===== src/rtl/uart_mmio_if.sv =====
// Bus leg between the system decoder/read mux and the UART slave.
interface uart_mmio_if;
  logic [3:0]  addr;
  logic        wen;
  logic [31:0] wdata;
  logic [31:0] rdata;

  modport master (output addr, output wen, output wdata, input rdata);
  modport slave  (input addr, input wen, input wdata, output rdata);
endinterface


===== src/rtl/uart_mmio.sv =====
// uart_mmio: memory-mapped 8N1 UART slave, single-byte TX, optional RX.
// Optional receiver is compiled in only when UART_RX_EN is defined.
//
// state    | meaning
// TX_IDLE  | line high, waiting for a TXDATA write
// TX_START | driving the start bit (low)
// TX_DATA  | shifting 8 data bits, LSB first
// TX_STOP  | driving the stop bit (high)
// RX_IDLE  | waiting for a synchronised 1->0 edge
// RX_START | half-bit wait, then confirm start bit still low
// RX_DATA  | sampling 8 data bits mid-bit, LSB first
// RX_STOP  | sampling the stop bit, then delivering the byte
module uart_mmio #(
  parameter int CLK_FREQ = 50_000_000,
  parameter int BAUD     = 115200
) (
  input  logic        clk,
  input  logic        rst_n,
  uart_mmio_if.slave  bus,
  output logic        uart_txd,
  input  logic        uart_rxd
);

  localparam int DIV = CLK_FREQ / BAUD;
  localparam int CW  = $clog2(DIV);
  localparam logic [CW-1:0] BIT_LOAD  = CW'(DIV - 1);
  localparam logic [CW-1:0] HALF_LOAD = CW'(DIV / 2 - 1);

  typedef enum logic [1:0] {TX_IDLE, TX_START, TX_DATA, TX_STOP} tx_state_t;

  tx_state_t     tx_state, tx_state_n;
  logic [CW-1:0] tx_cnt;
  logic [2:0]    tx_idx;
  logic [7:0]    tx_shift;
  logic          tx_busy, tx_tc, tx_wr, st_wr;
  logic          rx_valid, rx_overrun, rx_frame_err;
  logic [7:0]    rx_data;
  logic          unused_bits;

  assign tx_busy     = (tx_state != TX_IDLE);
  assign tx_tc       = (tx_cnt == '0);
  assign tx_wr       = bus.wen && (bus.addr[3:2] == 2'd0);
  assign st_wr       = bus.wen && (bus.addr[3:2] == 2'd1);
  assign unused_bits = ^{bus.addr[1:0], bus.wdata[31:8]};

  // TX state register
  always_ff @(posedge clk or negedge rst_n) begin
    if (!rst_n) tx_state <= TX_IDLE;
    else        tx_state <= tx_state_n;
  end

  // TX next state and serial line; line is decoded from state so reset forces it high at once
  always_comb begin
    tx_state_n = tx_state;
    uart_txd   = 1'b1;
    case (tx_state)
      TX_IDLE:  if (tx_wr) tx_state_n = TX_START;
      TX_START: begin
        uart_txd = 1'b0;
        if (tx_tc) tx_state_n = TX_DATA;
      end
      TX_DATA: begin
        uart_txd = tx_shift[0];
        if (tx_tc && (tx_idx == 3'd7)) tx_state_n = TX_STOP;
      end
      TX_STOP:  if (tx_tc) tx_state_n = TX_IDLE;
      default:  tx_state_n = TX_IDLE;
    endcase
  end

  // TX bit-period down-counter, bit index and shift register; busy writes leave them alone
  always_ff @(posedge clk or negedge rst_n) begin
    if (!rst_n) begin
      tx_cnt   <= '0;
      tx_idx   <= '0;
      tx_shift <= '0;
    end else if (tx_state == TX_IDLE) begin
      if (tx_wr) begin
        tx_cnt   <= BIT_LOAD;
        tx_idx   <= '0;
        tx_shift <= bus.wdata[7:0];
      end
    end else if (tx_tc) begin
      tx_cnt <= BIT_LOAD;
      if (tx_state == TX_DATA) begin
        tx_idx   <= tx_idx + 3'd1;
        tx_shift <= {1'b0, tx_shift[7:1]};
      end
    end else begin
      tx_cnt <= tx_cnt - CW'(1);
    end
  end

`ifdef UART_RX_EN
  typedef enum logic [1:0] {RX_IDLE, RX_START, RX_DATA, RX_STOP} rx_state_t;

  rx_state_t     rx_state, rx_state_n;
  logic          rx_meta, rx_sync, rx_prev;
  logic [CW-1:0] rx_cnt;
  logic [2:0]    rx_idx;
  logic [7:0]    rx_shift;
  logic          rx_tc, rx_done;

  assign rx_tc   = (rx_cnt == '0);
  assign rx_done = (rx_state == RX_STOP) && rx_tc;

  // Two-flop synchroniser plus one delay flop for falling-edge detection; idle-high reset
  always_ff @(posedge clk or negedge rst_n) begin
    if (!rst_n) begin
      rx_meta <= 1'b1;
      rx_sync <= 1'b1;
      rx_prev <= 1'b1;
    end else begin
      rx_meta <= uart_rxd;
      rx_sync <= rx_meta;
      rx_prev <= rx_sync;
    end
  end

  // RX state register
  always_ff @(posedge clk or negedge rst_n) begin
    if (!rst_n) rx_state <= RX_IDLE;
    else        rx_state <= rx_state_n;
  end

  // RX next state; a start bit that is high again at mid-bit is treated as a glitch
  always_comb begin
    rx_state_n = rx_state;
    case (rx_state)
      RX_IDLE:  if (rx_prev && !rx_sync) rx_state_n = RX_START;
      RX_START: if (rx_tc) rx_state_n = rx_sync ? RX_IDLE : RX_DATA;
      RX_DATA:  if (rx_tc && (rx_idx == 3'd7)) rx_state_n = RX_STOP;
      RX_STOP:  if (rx_tc) rx_state_n = RX_IDLE;
      default:  rx_state_n = RX_IDLE;
    endcase
  end

  // RX counter preloads a half bit while idle so the first sample lands mid start bit
  always_ff @(posedge clk or negedge rst_n) begin
    if (!rst_n) begin
      rx_cnt   <= '0;
      rx_idx   <= '0;
      rx_shift <= '0;
    end else if (rx_state == RX_IDLE) begin
      rx_cnt <= HALF_LOAD;
      rx_idx <= '0;
    end else if (rx_tc) begin
      rx_cnt <= BIT_LOAD;
      if (rx_state == RX_DATA) begin
        rx_idx   <= rx_idx + 3'd1;
        rx_shift <= {rx_sync, rx_shift[7:1]};
      end
    end else begin
      rx_cnt <= rx_cnt - CW'(1);
    end
  end

  // Status flags: write-1-to-clear, with a same-cycle hardware set taking priority
  always_ff @(posedge clk or negedge rst_n) begin
    if (!rst_n) begin
      rx_valid     <= 1'b0;
      rx_overrun   <= 1'b0;
      rx_frame_err <= 1'b0;
      rx_data      <= '0;
    end else begin
      rx_valid     <= (rx_valid     & ~(st_wr & bus.wdata[1])) | rx_done;
      rx_overrun   <= (rx_overrun   & ~(st_wr & bus.wdata[2])) | (rx_done & rx_valid);
      rx_frame_err <= (rx_frame_err & ~(st_wr & bus.wdata[3])) | (rx_done & ~rx_sync);
      if (rx_done) rx_data <= rx_shift;
    end
  end
`else
  logic unused_rx;

  assign rx_valid     = 1'b0;
  assign rx_overrun   = 1'b0;
  assign rx_frame_err = 1'b0;
  assign rx_data      = '0;
  assign unused_rx    = ^{uart_rxd, st_wr};
`endif

  // Zero-latency read mux
  always_comb begin
    bus.rdata = '0;
    case (bus.addr[3:2])
      2'd1:    bus.rdata[3:0] = {rx_frame_err, rx_overrun, rx_valid, tx_busy};
      2'd2:    bus.rdata[7:0] = rx_data;
      2'd3:    bus.rdata      = 32'(DIV);
      default: bus.rdata      = '0;
    endcase
  end

endmodule


===== src/flat_wrapper.sv =====
// flat-port wrapper written by rule: the top's interface ports become plain ports
module uart_mmio_flat 
#(
  parameter int CLK_FREQ = 50_000_000,
  parameter int BAUD     = 115200
)
  (clk, rst_n, uart_txd, uart_rxd, bus_addr, bus_wen, bus_wdata, bus_rdata);
  uart_mmio_if bus_i ();
  input  logic clk;
  input  logic rst_n;
  output logic uart_txd;
  input  logic uart_rxd;
  input wire logic [$bits(bus_i.addr)-1:0] bus_addr;
  input wire logic [$bits(bus_i.wen)-1:0] bus_wen;
  input wire logic [$bits(bus_i.wdata)-1:0] bus_wdata;
  output wire logic [$bits(bus_i.rdata)-1:0] bus_rdata;
  assign bus_i.addr = bus_addr;
  assign bus_i.wen = bus_wen;
  assign bus_i.wdata = bus_wdata;
  assign bus_rdata = bus_i.rdata;
  uart_mmio #(.CLK_FREQ(CLK_FREQ), .BAUD(BAUD)) u_core (.clk(clk), .rst_n(rst_n), .bus(bus_i), .uart_txd(uart_txd), .uart_rxd(uart_rxd));
endmodule

===== config.mk =====
export PLATFORM = sky130hd
export DESIGN_NAME = uart_mmio_flat
export DESIGN_NICKNAME = d
export VERILOG_FILES = /design/src/rtl/uart_mmio_if.sv /design/src/rtl/uart_mmio.sv /design/src/flat_wrapper.sv
export SDC_FILE = /design/constraint.sdc
export NUM_CORES = 1
export LEC_CHECK = 0
export CAP_MARGIN = 30
export CORE_UTILIZATION = 45
export CTS_BUF_LIST = sky130_fd_sc_hd__clkbuf_4 sky130_fd_sc_hd__clkbuf_8
export CTS_CLUSTER_DIAMETER = 40
export CTS_CLUSTER_SIZE = 16
export DETAILED_ROUTE_END_ITERATION = 7
export GPL_TIMING_DRIVEN = 0
export PLACE_DENSITY_LB_ADDON = 0.2
export SLEW_MARGIN = 40
export SYNTH_ARGS = -nofsm -noshare
export SYNTH_HDL_FRONTEND = slang
export SYNTH_SLANG_ARGS = --single-unit

===== constraint.sdc =====
create_clock -name clk -period 4.32 [get_ports clk]
set_clock_uncertainty 0.15 [all_clocks]
set_input_delay 0.864 -clock clk [delete_from_list [all_inputs] [get_ports clk]]
set_output_delay 0.864 -clock clk [all_outputs]
set_load 0.02 [all_outputs]

======== Word level (Yosys, flattened, before mapping) ========
Cells that the tools add are included.
word-level totals
  bits in registers ....................... 22
  input bits .............................. 40
  logic and storage cells ................. 46
operators by class
  add/sub/neg operators ................... 2
  equality and inequality tests ........... 10
  multiplexer cells ....................... 20
  reduce and logical (&&, ||, !) cells .... 10
operators with widths
  cell                 number
  $mux 8               4
  $mux 9               3
  $mux 3               4
  $logic_not 9->1      1
  $sub 9x1->9 const B  1
  $mux 2               4
  $ne 2x1->1 const B   4
  $pmux 2 s4           1
  $eq 2x2->1 const B   3
  $reduce_bool 2->1    3
  $eq 2x1->1 const B   2
  $logic_not 2->1      2
  $mux 4               1
  $pmux 2 s2           1
  $reduce_and 4->1     1
  $add 3x1->3 const B  1
  $eq 3x3->1 const B   1
  $reduce_and 3->1     1
  $logic_and 1x1->1    2
  $pmux 1 s2           1
  $mux 1               1

======== Longest topological paths before layout ========
  word-level depth ........................ 4
  depth in mapped cells ................... 7
  depth with buffers taken out ............ 6

======== Least setup slack after synthesis ========
Ideal clock, no wire load.
  kind .................................... reg2out
  start point ............................. register u_core.tx_state[0]
  end point ............................... output port bus_rdata[0]
  arrival time ............................ 1,455 ps
  setup slack ............................. 1,851 ps
  stages on the path, launching flop included .. 5
  path buffers ............................ 1
  cells stage by stage .................... dfrtp_1 > inv_1 > ha_1 > clkbuf_1 > nor3b_1
between the ends
  word-level cells in the longest chain between the ends .. 2
ends and longest elaborated chain
  item                      line                source
  start: declaration        uart_mmio.sv:31     tx_state_t tx_state, tx_state_n;
  start signal: assignment  uart_mmio.sv:49     else tx_state <= tx_state_n;
  $reduce_bool 2->1         uart_mmio.sv:40     assign tx_busy = (tx_state != TX_IDLE);
  $pmux 2 s2                uart_mmio.sv:185    case (bus.addr[3:2])
  end: declaration          flat_wrapper.sv:16  output wire logic [$bits(bus_i.rdata)-1:0] bus_rdata;
Every way passes these cells.

======== Final worst setup path ========
  start point ............................. input port bus_addr[3]
  end point ............................... output port bus_rdata[8]
between the ends
  word-level cells in the longest chain between the ends .. 2
ends and longest elaborated chain
  item                line                source
  start: declaration  flat_wrapper.sv:13  input wire logic [$bits(bus_i.addr)-1:0] bus_addr;
  $eq 2x2->1          uart_mmio.sv:185
  $mux 1              uart_mmio.sv:185
Every way passes these cells.

==> metrics.yaml <==
outcome:
  outcome: "finished, final reports clean"
worst_setup_path:
  crit_slowest_cell: "clkdlybuf4s50_1"
  crit_buf_inv: 3
  crit_path_max_fanout: 5
  cp.required_ns: 3.31
  critPathKind: "in -> out"
  reg2reg_depth: 7
  arrival_ns: 2.48
  cp_common_cell: "clkdlybuf4s50_1"
  path_cells: "clkdlybuf4s50_1 -> and2_1 -> buf_4 -> clkdlybuf4s50_1"
  cp.depth: 4
  worstSetupStartpointType: "input port"
  max_stage_delay_ns: 0.64
  crit_path_end_kind: "primary output"
  cp_top_family: "buffers and inverters"
min_path:
  min_path_type: "in -> async"
global_routing:
  groute.usage.overall: 0.177
  antenna_found_initial: 0
  gr-total-overflow: 0
  first_global_vias: 1068
  grt_max_degree: 23
  grt_pass1_wl_mm: 4.73
timing:
  maxSlewViolCount: 0
  timing.final.crit_period_ns: 3.49
  fin_setup_tns_ns: 0
  whs_ns: 0.346
  relSlewSlack: 0.665
  period_share: 0.808
  setup_ws_ns: 0.830
  worstMarginPinSlew_ns: 0.499
  finalSetupViolations: 0
  fmax_mhz: 287
  hold_viol_final: 0
  rsz0062_at_grt: "no"
clock_tree:
  cts_setup_buffers: 0
  cts_resized: 0
  clock_path_buffers: 2
  numCtsBuffers: 3
  clock-sinks: 22
  cts_tree: "built"
  root_buffer: "clkbuf_4"
  post_cts_hold_buffer_count: 0
  clock_latency_ns: 0.31
  clk_pin_slew_ns: 0.12
  htree_levels: 1
layout:
  n_fill_cell: 267
  drive_gt1_frac: 0.222
  final_common_cell: "buf_4"
  final_cells: 247
  final_cell_mix: "30 x buf_4, 26 x conb_1, 22 x dfrtp_1"
  diodes: 0
  final_area_mm2: 0.00189
  finalNetCount: 252
  area_growth_pct: 24.4
  fin_util: 0.603
placement:
  dp_cells: 243
  gp_congestion: 0.770
  place_area_mm2: 0.00185
  dpl_worst_slack_ns: 0.817
  port_buffers: 19
  dp_hpwl_mm: 2.32
yosys:
  synth_warnings: 0
  synth_area_leader_cell: "dfrtp_1"
  syn-instance-count: 155
  netlist_area_mm2: 0.00152
  yosysSeqAreaShare: 0.363
  ys_top_cells_by_area: "dfrtp_1 36%, buf_4 15%, ha_1 6.6%"
  yosysTopAreaCellShare: 0.363
  synthDistinctLibCells: 36
  postSynthAreaPerCell_um2: 9.78
  ys_ff_latch: 22
pwr:
  power_density_mw_per_mm2: 207
  p_total_uw: 391
  ir_worst_vdd_v: 0.000190
  p_leak_nw: 0.890
drt:
  wl_per_cell_um: 12.1
  num_vias: 1165
  drt_wl_total_mm: 2.99
  dr.pass1.iters: 4
  drt-vias-per-instance: 4.72
  ant_nets: 0
  drt-initial-drc-count: 27
  post-route-drc-count: 0
die:
  start_util: 0.485
  io-pin-count: 73
  die_w_um: 60.1
  dieArea_mm2: 0.00361
  std_cell_rows: 20
  die_h_um: 60.1
  coreArea_mm2: 0.00313
flow_run:
  maxCapViolCount: 0
## synth_stat cells
library cell	n
ha_1	8
or3b_4	1
o221ai_2	1
conb_1	1
nand2_1	6
nand4_1	1
nor2_1	6
o31ai_1	1
a21oi_1	4
nor4_1	2
and2_1	1
o21ai_1	3
nor4_4	1
xnor2_1	1
a31oi_1	1
o21ai_0	18
dfrtp_1	22
mux2_4	1
buf_2	2
clkbuf_1	1
xor2_1	1
inv_1	9
o31ai_4	2
nor3b_1	2
a22o_1	1
mux2i_1	10
buf_4	30
nor3_1	3
and3_1	1
o211a_1	1
or4_1	1
o22ai_1	1
nor3_2	1
a21o_1	1
a22oi_1	8
or4_4	1
## registers in the layout, summed over array words and instances, names as in the netlist
| register | count |
|---|---|
| u_core.tx_cnt | 9 |
| u_core.tx_state | 2 |
| u_core.tx_shift | 8 |
| u_core.tx_idx | 3 |
## metal layers
metal | global-route usage | part of all wire | vias up
li1 | - | - | 590
met1 | 0.210 | 0.44 | 532
met2 | 0.329 | 0.50 | 39
met3 | 0.0216 | 0.046 | 4
met4 | 0.0598 | 0.010 | 0
met5 | 0 | 0 | -
## logic make-up (layout without fill, tap and decap cells)
group | count (synthesis) | in the layout | synth area share
compound gates | 42 | 42 | 0.191
buf+inv | 42 | 65 | 0.180
simple gates | 27 | 27 | 0.111
flops | 22 | 22 | 0.363
mux | 11 | 11 | 0.0759
fa+ha+maj | 8 | 8 | 0.0660
xor+xnor | 2 | 2 | 0.0116
other cells | 1 | 26 | 0.00247
## cell type report
cell class | instances | area [um^2] | share of cell area
Multi-Input combinational cell | 116 | 787 | 0.417
Sequential cell | 22 | 551 | 0.292
Buffer | 33 | 239 | 0.127
Timing Repair Buffer | 19 | 185 | 0.0981
Tap cell | 44 | 55.1 | 0.0292
Clock buffer | 4 | 36.3 | 0.0192
Inverter | 9 | 33.8 | 0.0179
## worst paths after layout
check	from	to	slack [ns]
worst min-delay path	rst_n	u_core.tx_cnt[4]	0.35
max in group asynchronous	rst_n	u_core.tx_state[0]	3.33
worst max-delay path	bus_addr[3]	bus_rdata[8]	0.83
worst max register to register	u_core.tx_state[0]	u_core.tx_shift[3]	2.03
min in group clk	u_core.tx_shift[7]	u_core.tx_shift[7]	0.36
worst min register to register	u_core.tx_shift[7]	u_core.tx_shift[7]	0.36
## report_power, final
part,switching (mW),leakage [nW],total (mW),internal [mW]
clock,0.0627,0.0210,0.114,0.0515
sequential,0.000117,0.219,0.206,0.206
combinational,0.0377,0.649,0.0703,0.0325
total,0.100,0.890,0.391,0.290
(Power assumes the default switching activity.)
